$ cat src/rtl/btn_debounce_intr_if.sv
// rtl/btn_debounce_intr_if.sv - button conditioner signal bundle
interface btn_debounce_intr_if;
  logic       BTN_IN;
  logic       CLR_COUNT;
  logic       LEVEL_OUT;
  logic       PULSE_OUT;
  logic [7:0] PRESS_COUNT;

  // Wrapper / stimulus side
  modport master (
    output BTN_IN,
    output CLR_COUNT,
    input  LEVEL_OUT,
    input  PULSE_OUT,
    input  PRESS_COUNT
  );

  // Conditioner side
  modport slave (
    input  BTN_IN,
    input  CLR_COUNT,
    output LEVEL_OUT,
    output PULSE_OUT,
    output PRESS_COUNT
  );
endinterface

$ cat src/rtl/btn_debounce_intr.sv
// rtl/btn_debounce_intr.sv - push-button synchroniser, debouncer, one-shot and press counter
module btn_debounce_intr #(
  parameter int DEBOUNCE_CYCLES = 500000,
  parameter int ONESHOT_CYCLES  = 4,
  parameter int CNT_W           = $clog2(DEBOUNCE_CYCLES)
) (
  input  logic                CLK,
  input  logic                RESET,
  btn_debounce_intr_if.slave  bus
);

  localparam int PCNT_W = $clog2(ONESHOT_CYCLES + 1);
  localparam logic [CNT_W-1:0]  DCNT_LAST = CNT_W'(DEBOUNCE_CYCLES - 1);
  localparam logic [PCNT_W-1:0] PCNT_LOAD = PCNT_W'(ONESHOT_CYCLES);

  typedef enum logic [1:0] {
    IDLE,
    WAIT_PRESS,
    PRESSED,
    WAIT_RELEASE
  } state_t;

  state_t             state_q, state_d;
  logic [CNT_W-1:0]   dcnt_q, dcnt_d;
  logic               accept;
  logic               sync1_q, btn_s;
  logic [PCNT_W-1:0]  pcnt_q;
  logic               pulse_q;
  logic               level_q;
  logic [7:0]         count_q;

  // Two-stage synchroniser; only btn_s is seen by the debouncer
  always_ff @(posedge CLK) begin
    if (RESET) begin
      sync1_q <= 1'b0;
      btn_s   <= 1'b0;
    end else begin
      sync1_q <= bus.BTN_IN;
      btn_s   <= sync1_q;
    end
  end

  // Debounce state and stability counter registers
  always_ff @(posedge CLK) begin
    if (RESET) begin
      state_q <= IDLE;
      dcnt_q  <= '0;
    end else begin
      state_q <= state_d;
      dcnt_q  <= dcnt_d;
    end
  end

  // Next-state: a level change is accepted only after an unbroken stable run
  always_comb begin
    state_d = state_q;
    dcnt_d  = dcnt_q;
    accept  = 1'b0;
    case (state_q)
      IDLE: begin
        if (btn_s) begin
          state_d = WAIT_PRESS;
          dcnt_d  = '0;
        end
      end
      WAIT_PRESS: begin
        if (!btn_s) begin
          state_d = IDLE;
        end else if (dcnt_q == DCNT_LAST) begin
          state_d = PRESSED;
          accept  = 1'b1;
        end else begin
          dcnt_d = dcnt_q + CNT_W'(1);
        end
      end
      PRESSED: begin
        if (!btn_s) begin
          state_d = WAIT_RELEASE;
          dcnt_d  = '0;
        end
      end
      WAIT_RELEASE: begin
        // A bounce back high during release is still the same press
        if (btn_s) begin
          state_d = PRESSED;
        end else if (dcnt_q == DCNT_LAST) begin
          state_d = IDLE;
        end else begin
          dcnt_d = dcnt_q + CNT_W'(1);
        end
      end
      default: state_d = IDLE;
    endcase
  end

  // One-shot: reload on accept (extends a running pulse), else count down
  always_ff @(posedge CLK) begin
    if (RESET) begin
      pcnt_q  <= '0;
      pulse_q <= 1'b0;
    end else begin
      if (accept) begin
        pcnt_q <= PCNT_LOAD;
      end else if (pcnt_q != '0) begin
        pcnt_q <= pcnt_q - PCNT_W'(1);
      end
      pulse_q <= (pcnt_q != '0);
    end
  end

  // Debounced level, registered from state so it rises with the pulse
  always_ff @(posedge CLK) begin
    if (RESET) begin
      level_q <= 1'b0;
    end else begin
      level_q <= (state_q == PRESSED) || (state_q == WAIT_RELEASE);
    end
  end

  // Press counter; clear takes priority over a same-edge accept
  always_ff @(posedge CLK) begin
    if (RESET) begin
      count_q <= '0;
    end else if (bus.CLR_COUNT) begin
      count_q <= '0;
    end else if (accept) begin
      count_q <= count_q + 8'd1;
    end
  end

  assign bus.LEVEL_OUT   = level_q;
  assign bus.PULSE_OUT   = pulse_q;
  assign bus.PRESS_COUNT = count_q;

endmodule

$ cat src/flat_wrapper.sv
// flat-port wrapper written by rule: the top's interface ports become plain ports
module btn_debounce_intr_flat 
#(
  parameter int DEBOUNCE_CYCLES = 500000,
  parameter int ONESHOT_CYCLES  = 4,
  parameter int CNT_W           = $clog2(DEBOUNCE_CYCLES)
)
  (CLK, RESET, bus_BTN_IN, bus_CLR_COUNT, bus_LEVEL_OUT, bus_PULSE_OUT, bus_PRESS_COUNT);
  btn_debounce_intr_if bus_i ();
  input  logic CLK;
  input  logic RESET;
  input wire logic [$bits(bus_i.BTN_IN)-1:0] bus_BTN_IN;
  input wire logic [$bits(bus_i.CLR_COUNT)-1:0] bus_CLR_COUNT;
  output wire logic [$bits(bus_i.LEVEL_OUT)-1:0] bus_LEVEL_OUT;
  output wire logic [$bits(bus_i.PULSE_OUT)-1:0] bus_PULSE_OUT;
  output wire logic [$bits(bus_i.PRESS_COUNT)-1:0] bus_PRESS_COUNT;
  assign bus_i.BTN_IN = bus_BTN_IN;
  assign bus_i.CLR_COUNT = bus_CLR_COUNT;
  assign bus_LEVEL_OUT = bus_i.LEVEL_OUT;
  assign bus_PULSE_OUT = bus_i.PULSE_OUT;
  assign bus_PRESS_COUNT = bus_i.PRESS_COUNT;
  btn_debounce_intr #(.DEBOUNCE_CYCLES(DEBOUNCE_CYCLES), .ONESHOT_CYCLES(ONESHOT_CYCLES), .CNT_W(CNT_W)) u_core (.CLK(CLK), .RESET(RESET), .bus(bus_i));
endmodule
$ cat config.mk
export PLATFORM = sky130hd
export DESIGN_NAME = btn_debounce_intr_flat
export DESIGN_NICKNAME = d
export VERILOG_FILES = /design/src/rtl/btn_debounce_intr_if.sv /design/src/rtl/btn_debounce_intr.sv /design/src/flat_wrapper.sv
export SDC_FILE = /design/constraint.sdc
export NUM_CORES = 1
export LEC_CHECK = 0
export ABC_CLOCK_PERIOD_IN_PS = 2700
export CAP_MARGIN = 5
export CORE_MARGIN = 3
export CORE_UTILIZATION = 62
export DETAILED_ROUTE_END_ITERATION = 6
export DONT_BUFFER_PORTS = 1
export PLACE_DENSITY = 0.78
export SYNTH_ARGS = -nofsm -noshare
export SYNTH_HDL_FRONTEND = slang
export SYNTH_SLANG_ARGS = --single-unit
export TNS_END_PERCENT = 30
$ cat constraint.sdc
create_clock -name CLK -period 2.7 [get_ports CLK]
set_clock_uncertainty 0.2 [all_clocks]
set_input_delay 0.54 -clock CLK [delete_from_list [all_inputs] [get_ports CLK]]
set_output_delay 0.54 -clock CLK [all_outputs]
set_load 0.03 [all_outputs]
# == After elaboration in Yosys (flattened, before gate mapping) ==
# Index checks and enable logic that the tools add are counted.
# word_totals
wordCells,48
ram_bits,0
mem_bits_ro,0
latch_bits,0
memories,0
in_bits,4
ff_bits,36
# classes
n_addsub,3
shifts,0
n_lt_le_gt_ge,0
n_mul,0
n_div,0
eq_ne,10
n_reduce_logical,8
muxes,18
bitwise_logic,0
# ops
operator,n
$mux 19,5
$pmux 19 s4,1
$add 19x1->19 const B,1
$eq 19x19->1 const B,1
$mux 2,6
$add 8x1->8 const B,1
$pmux 2 s4,1
$reduce_and 4->1,2
$mux 3,2
$eq 2x2->1 const B,2
$ne 2x1->1 const B,2
$ne 2x2->1 const B,2
$reduce_or 2->1,2
$mux 1,3
$ne 3x1->1 const B,1
$ne 3x3->1 const B,1
$reduce_bool 3->1,1
$sub 3x1->3 const B,1
$eq 2x1->1 const B,1
$logic_not 2->1,1
$reduce_bool 2->1,1
$logic_or 1x1->1,1

# == Depth between registers and ports, before layout ==
# logic_depth
word_depth,5
ltp_mapped,7
depth_no_buf,6

# == Least setup slack after synthesis ==
# Ideal clock, no wire load.
# synth_timing
path_kind,reg2reg
from,register u_core.dcnt_q[0]
to,register u_core.count_q[5] (netlist: u_core.bus.PRESS_COUNT[5])
t_arrival_ns,1.844
path_stages_with_launch,8
path_slack_ns,0.525
setup_time_ns,0.131
period_less_slack_ns,2.175
required_ns,2.369
cell_sequence,dfxtp_1 > ha_1 > nand3_1 > or4_1 > buf_2 > buf_6 > o311ai_1 > o41ai_1
# synth_between
elab_chain_len,4
# synth_lines
item,line_no,rtl
from (decl),btn_debounce_intr.sv:24,"logic [CNT_W-1:0] dcnt_q, dcnt_d;"
from (signal assigned),btn_debounce_intr.sv:50,dcnt_q <= dcnt_d;
$eq 19x19->1,btn_debounce_intr.sv:69,end else if (dcnt_q == DCNT_LAST) begin
$mux 1,btn_debounce_intr.sv:69,
$mux 1,btn_debounce_intr.sv:67,if (!btn_s) begin
$mux 1,btn_debounce_intr.sv:59,case (state_q)
to (signal assigned),btn_debounce_intr.sv:127,count_q <= count_q + 8'd1;
to (decl),btn_debounce_intr.sv:30,logic [7:0] count_q;
# Every way passes these cells.
# A chain may end at the register's enable or synchronous reset.

# == Worst setup path in the final report ==
# layout_timing
from,register u_core.dcnt_q[0]
to,register u_core.count_q[6] (netlist: u_core.bus.PRESS_COUNT[6])
# The elaborated chain is that of the path after synthesis.

==> flow_summary.json <==
{
  "cts-htree-levels": 2,
  "die_w_um": 59.3,
  "rows": 18,
  "synth_top_family_by_area": "simple AND/OR/NAND/NOR gates",
  "synth_cell_type_count": 38,
  "powerDensity_nw_per_um2": 530,
  "r2r_setup_slack_ps": 360,
  "antenna_found_initial": 0,
  "clkTransAtPathRegs_ps": 100,
  "slew_viol_final": 0,
  "synth_xor_area_share_pct": 1.99,
  "worstHoldEndpoint": "u_core.bus.PULSE_OUT$_SDFF_PP0_",
  "avgSynthCellArea_um2": 8.42,
  "overflow": 0,
  "die_height_um": 59.3,
  "cts_tree": "yes",
  "cts_buffers": 5,
  "clk_latency_ps": 330,
  "yosys.area_share.simple_pct": 28.6,
  "cp.required_ps": 2760,
  "min_period_over_period_pct": 86.8,
  "arrival_ps": 2410,
  "rsz0062_at_grt": "no",
  "drv_cap": 0,
  "tightestPinTransition_ps": 560,
  "cts_sinks": 36,
  "reg2reg_depth": 5,
  "startpoint_type": "flop",
  "grtUsageTotal_pct": 23.3,
  "fmax_ghz": 0.427,
  "critPathMaxStageDelay_ps": 670,
  "setup-tns-final_ps": 0,
  "hold_violations": 0,
  "synth-seq-area-share_pct": 40.9,
  "peakVddDrop_v": 0.000513,
  "post-route-drc-count": 0,
  "seq_area_um2": 721,
  "start_util_pct": 68.0,
  "dp_hpwl_um": 2610,
  "cts_buffer_depth": 2,
  "status": "completed",
  "io_pins": 14,
  "min_delay_path_depth": 1,
  "synthCells": 209,
  "worstReg2RegEnd": "u_core.bus.PRESS_COUNT[6]$_SDFFE_PP0P_",
  "port-buffer-count": 0,
  "fin_nets": 220,
  "antenna_cells": 0,
  "gp_congestion": 0.924,
  "die_area_um2": 3510,
  "period_needed_ps": 2340,
  "clockRootBuffer": "clkbuf_4",
  "hold_class": "in -> reg",
  "grt_start_max_net_pins": 20,
  "cp_max_fo": 18,
  "drive_gt1_share_pct": 6.64,
  "drtAntennaViolNets": 0,
  "ys_ff_latch": 36,
  "num-fill-cells": 222,
  "netlist_area_um2": 1760,
  "syn-num-nets": 218,
  "multiInputGateArea_um2": 963,
  "cts_hold_buf": 0,
  "wl_per_cell_um": 14.7,
  "viasPerCell": 6.30,
  "core_area_um2": 2590,
  "grt_pass1_wl_um": 6330,
  "yosys_warnings": 0,
  "drt_iter0_drc": 69,
  "syn_to_final_growth_pct": 5.12,
  "via_count": 1518,
  "path_class": "reg -> reg",
  "synthMuxAreaShare_pct": 3.98,
  "design_area_um2": 1850,
  "dr.pass1.iters": 4,
  "placed_area_um2": 1780,
  "wl_um": 3540,
  "hp-start": "RESET",
  "p_leak_nw": 0.630,
  "slew_headroom_pct": 62.7,
  "setup_violations": 0,
  "cp-end-kind": "flop",
  "grt_pass1_vias": 1475,
  "synth-compound-area-share_pct": 16.3,
  "reg2reg_from": "u_core.dcnt_q[0]$_SDFFE_PP0P_",
  "critPathBufInv": 0,
  "slowest_stage": "or4_4",
  "crit_chain": "ha_1 -> nand3_1 -> or4_4 -> nor4_1 -> mux2i_1",
  "critPathTopFamily": "simple AND/OR/NAND/NOR gates",
  "synthAdderAreaFrac_pct": 3.55
}
-- registers in the layout, indices dropped and copies added, names as in the netlist, named ones only --
register                flops
u_core.sync1_q              1
u_core.bus.PRESS_COUNT      8
u_core.btn_s                1
u_core.state_q              1
u_core.bus.PULSE_OUT        1
u_core.dcnt_q              19
u_core.pcnt_q               3
u_core.bus.LEVEL_OUT        1
-- final cells by class --
type,count,share of cell area [%]
flip-flops and latches,36,38.9
repair buffers,3,1.22
inverters,11,2.23
multi-input cells,154,52.1
clock buffers,7,3.52
well taps,30,2.03
-- Yosys cell counts --
cell / instances / area (um^2)
o311ai_1: 3 / 26.3
inv_1: 11 / 41.3
a31o_2: 1 / 8.76
clkbuf_1: 6 / 22.5
nor2b_1: 4 / 25.0
nand4b_1: 1 / 8.76
and3_1: 5 / 31.3
o31ai_1: 5 / 37.5
and2_1: 1 / 6.26
nor4_1: 5 / 31.3
o21a_1: 2 / 15.0
nand3_2: 1 / 10.0
or4_1: 4 / 30.0
nand2b_1: 5 / 31.3
a21oi_1: 22 / 110
a31oi_1: 1 / 6.26
ha_1: 5 / 62.6
nor3_1: 4 / 20.0
and4_1: 1 / 8.76
buf_2: 1 / 5.00
a21o_1: 1 / 7.51
xnor2_1: 1 / 8.76
nand4_1: 9 / 56.3
or3_1: 14 / 87.6
o41ai_1: 1 / 8.76
or3b_1: 1 / 8.76
or2_1: 1 / 6.26
nand3_1: 9 / 45.0
and3b_1: 1 / 8.76
nor2_1: 7 / 26.3
o211ai_1: 1 / 7.51
mux2i_1: 7 / 70.1
nand2_1: 15 / 56.3
dfxtp_1: 36 / 721
xor2_1: 3 / 26.3
o21ai_0: 12 / 60.1
or2_2: 1 / 6.26
buf_6: 1 / 11.3
-- per-layer routing --
layer	vias up	global-route usage [%]	share of wire, %
li1	769	-	-
met1	708	30.5	46
met2	38	36.8	48
met3	3	6.54	4.9
met4	0	7.77	0.42
met5	-	0	0
-- worst max path at each step --
stage	start	endpoint	slack, ps	cells after the start
after floorplan	u_core.dcnt_q[0]$_SDFFE_PP0P_	u_core.bus.PRESS_COUNT[5]$_SDFFE_PP0P_	530	7
after global placement	u_core.dcnt_q[0]$_SDFFE_PP0P_	u_core.bus.PRESS_COUNT[6]$_SDFFE_PP0P_	300	5
after detailed placement	u_core.dcnt_q[0]$_SDFFE_PP0P_	u_core.bus.PRESS_COUNT[6]$_SDFFE_PP0P_	200	5
after CTS	u_core.dcnt_q[0]$_SDFFE_PP0P_	u_core.bus.PRESS_COUNT[6]$_SDFFE_PP0P_	170	5
after global routing	u_core.dcnt_q[0]$_SDFFE_PP0P_	u_core.bus.PRESS_COUNT[6]$_SDFFE_PP0P_	180	5
final	u_core.dcnt_q[0]$_SDFFE_PP0P_	u_core.bus.PRESS_COUNT[6]$_SDFFE_PP0P_	360	5
-- cells by family after synthesis --
logic type | after synthesis
AO/OA/AOI/OAI | 49
XOR/XNOR | 4
adder cells (fa/ha/maj) | 5
buffers and inverters | 19
flip-flops | 36
multiplexers | 7
AND/OR/NAND/NOR | 89
-- what timing repair did --
item,4_1_cts,5_1_grt
endpoints found under the setup margin,0,2
setup buffers,0,0
resized for setup,0,1
-- power breakdown --
part	total, mW	switching [mW]	internal, mW
registers	0.567	0.0177	0.549
clock network	0.311	0.163	0.148
logic	0.103	0.0587	0.0439
total	0.981	0.240	0.741
-- worst reg2reg max path, stage by stage, from the launching register on --
cell	delay, ps
dfxtp_1	440
ha_1	240
nand3_1	120
or4_4	670
nor4_1	390
mux2i_1	220
-- placed cells by master, fill, tap and decap left out, types with 2 or more instances in the layout --
master,instances
clkbuf_8,2
nor2_1,7
nand2_1,15
or4_1,3
and3_1,5
ha_1,5
nand2b_1,5
mux2i_1,7
o31ai_1,5
dfxtp_1,36
nor4_1,5
nor2b_1,4
a21oi_1,22
nand4_1,9
xor2_1,3
inv_1,11
clkbuf_4,5
or3_1,14
nand3_1,9
buf_4,3
o21a_1,2
nor3_1,4
o311ai_1,3
o21ai_0,12
-- per-stage QoR --
step                      total power, mW  std cells  hold WS [ps]  utilization [%]  setup slack, ps
after global placement              0.672        234           231             68.8              302
after detailed placement            0.682        234           244             68.8              195
after global routing                 1.04        241          36.7             71.4              183
after CTS                           0.990        241          49.8             71.3              171
after floorplan                     0.667        209           214                -              525
final                               0.981        241          57.1             71.4              357
(Power assumes the default switching activity.)
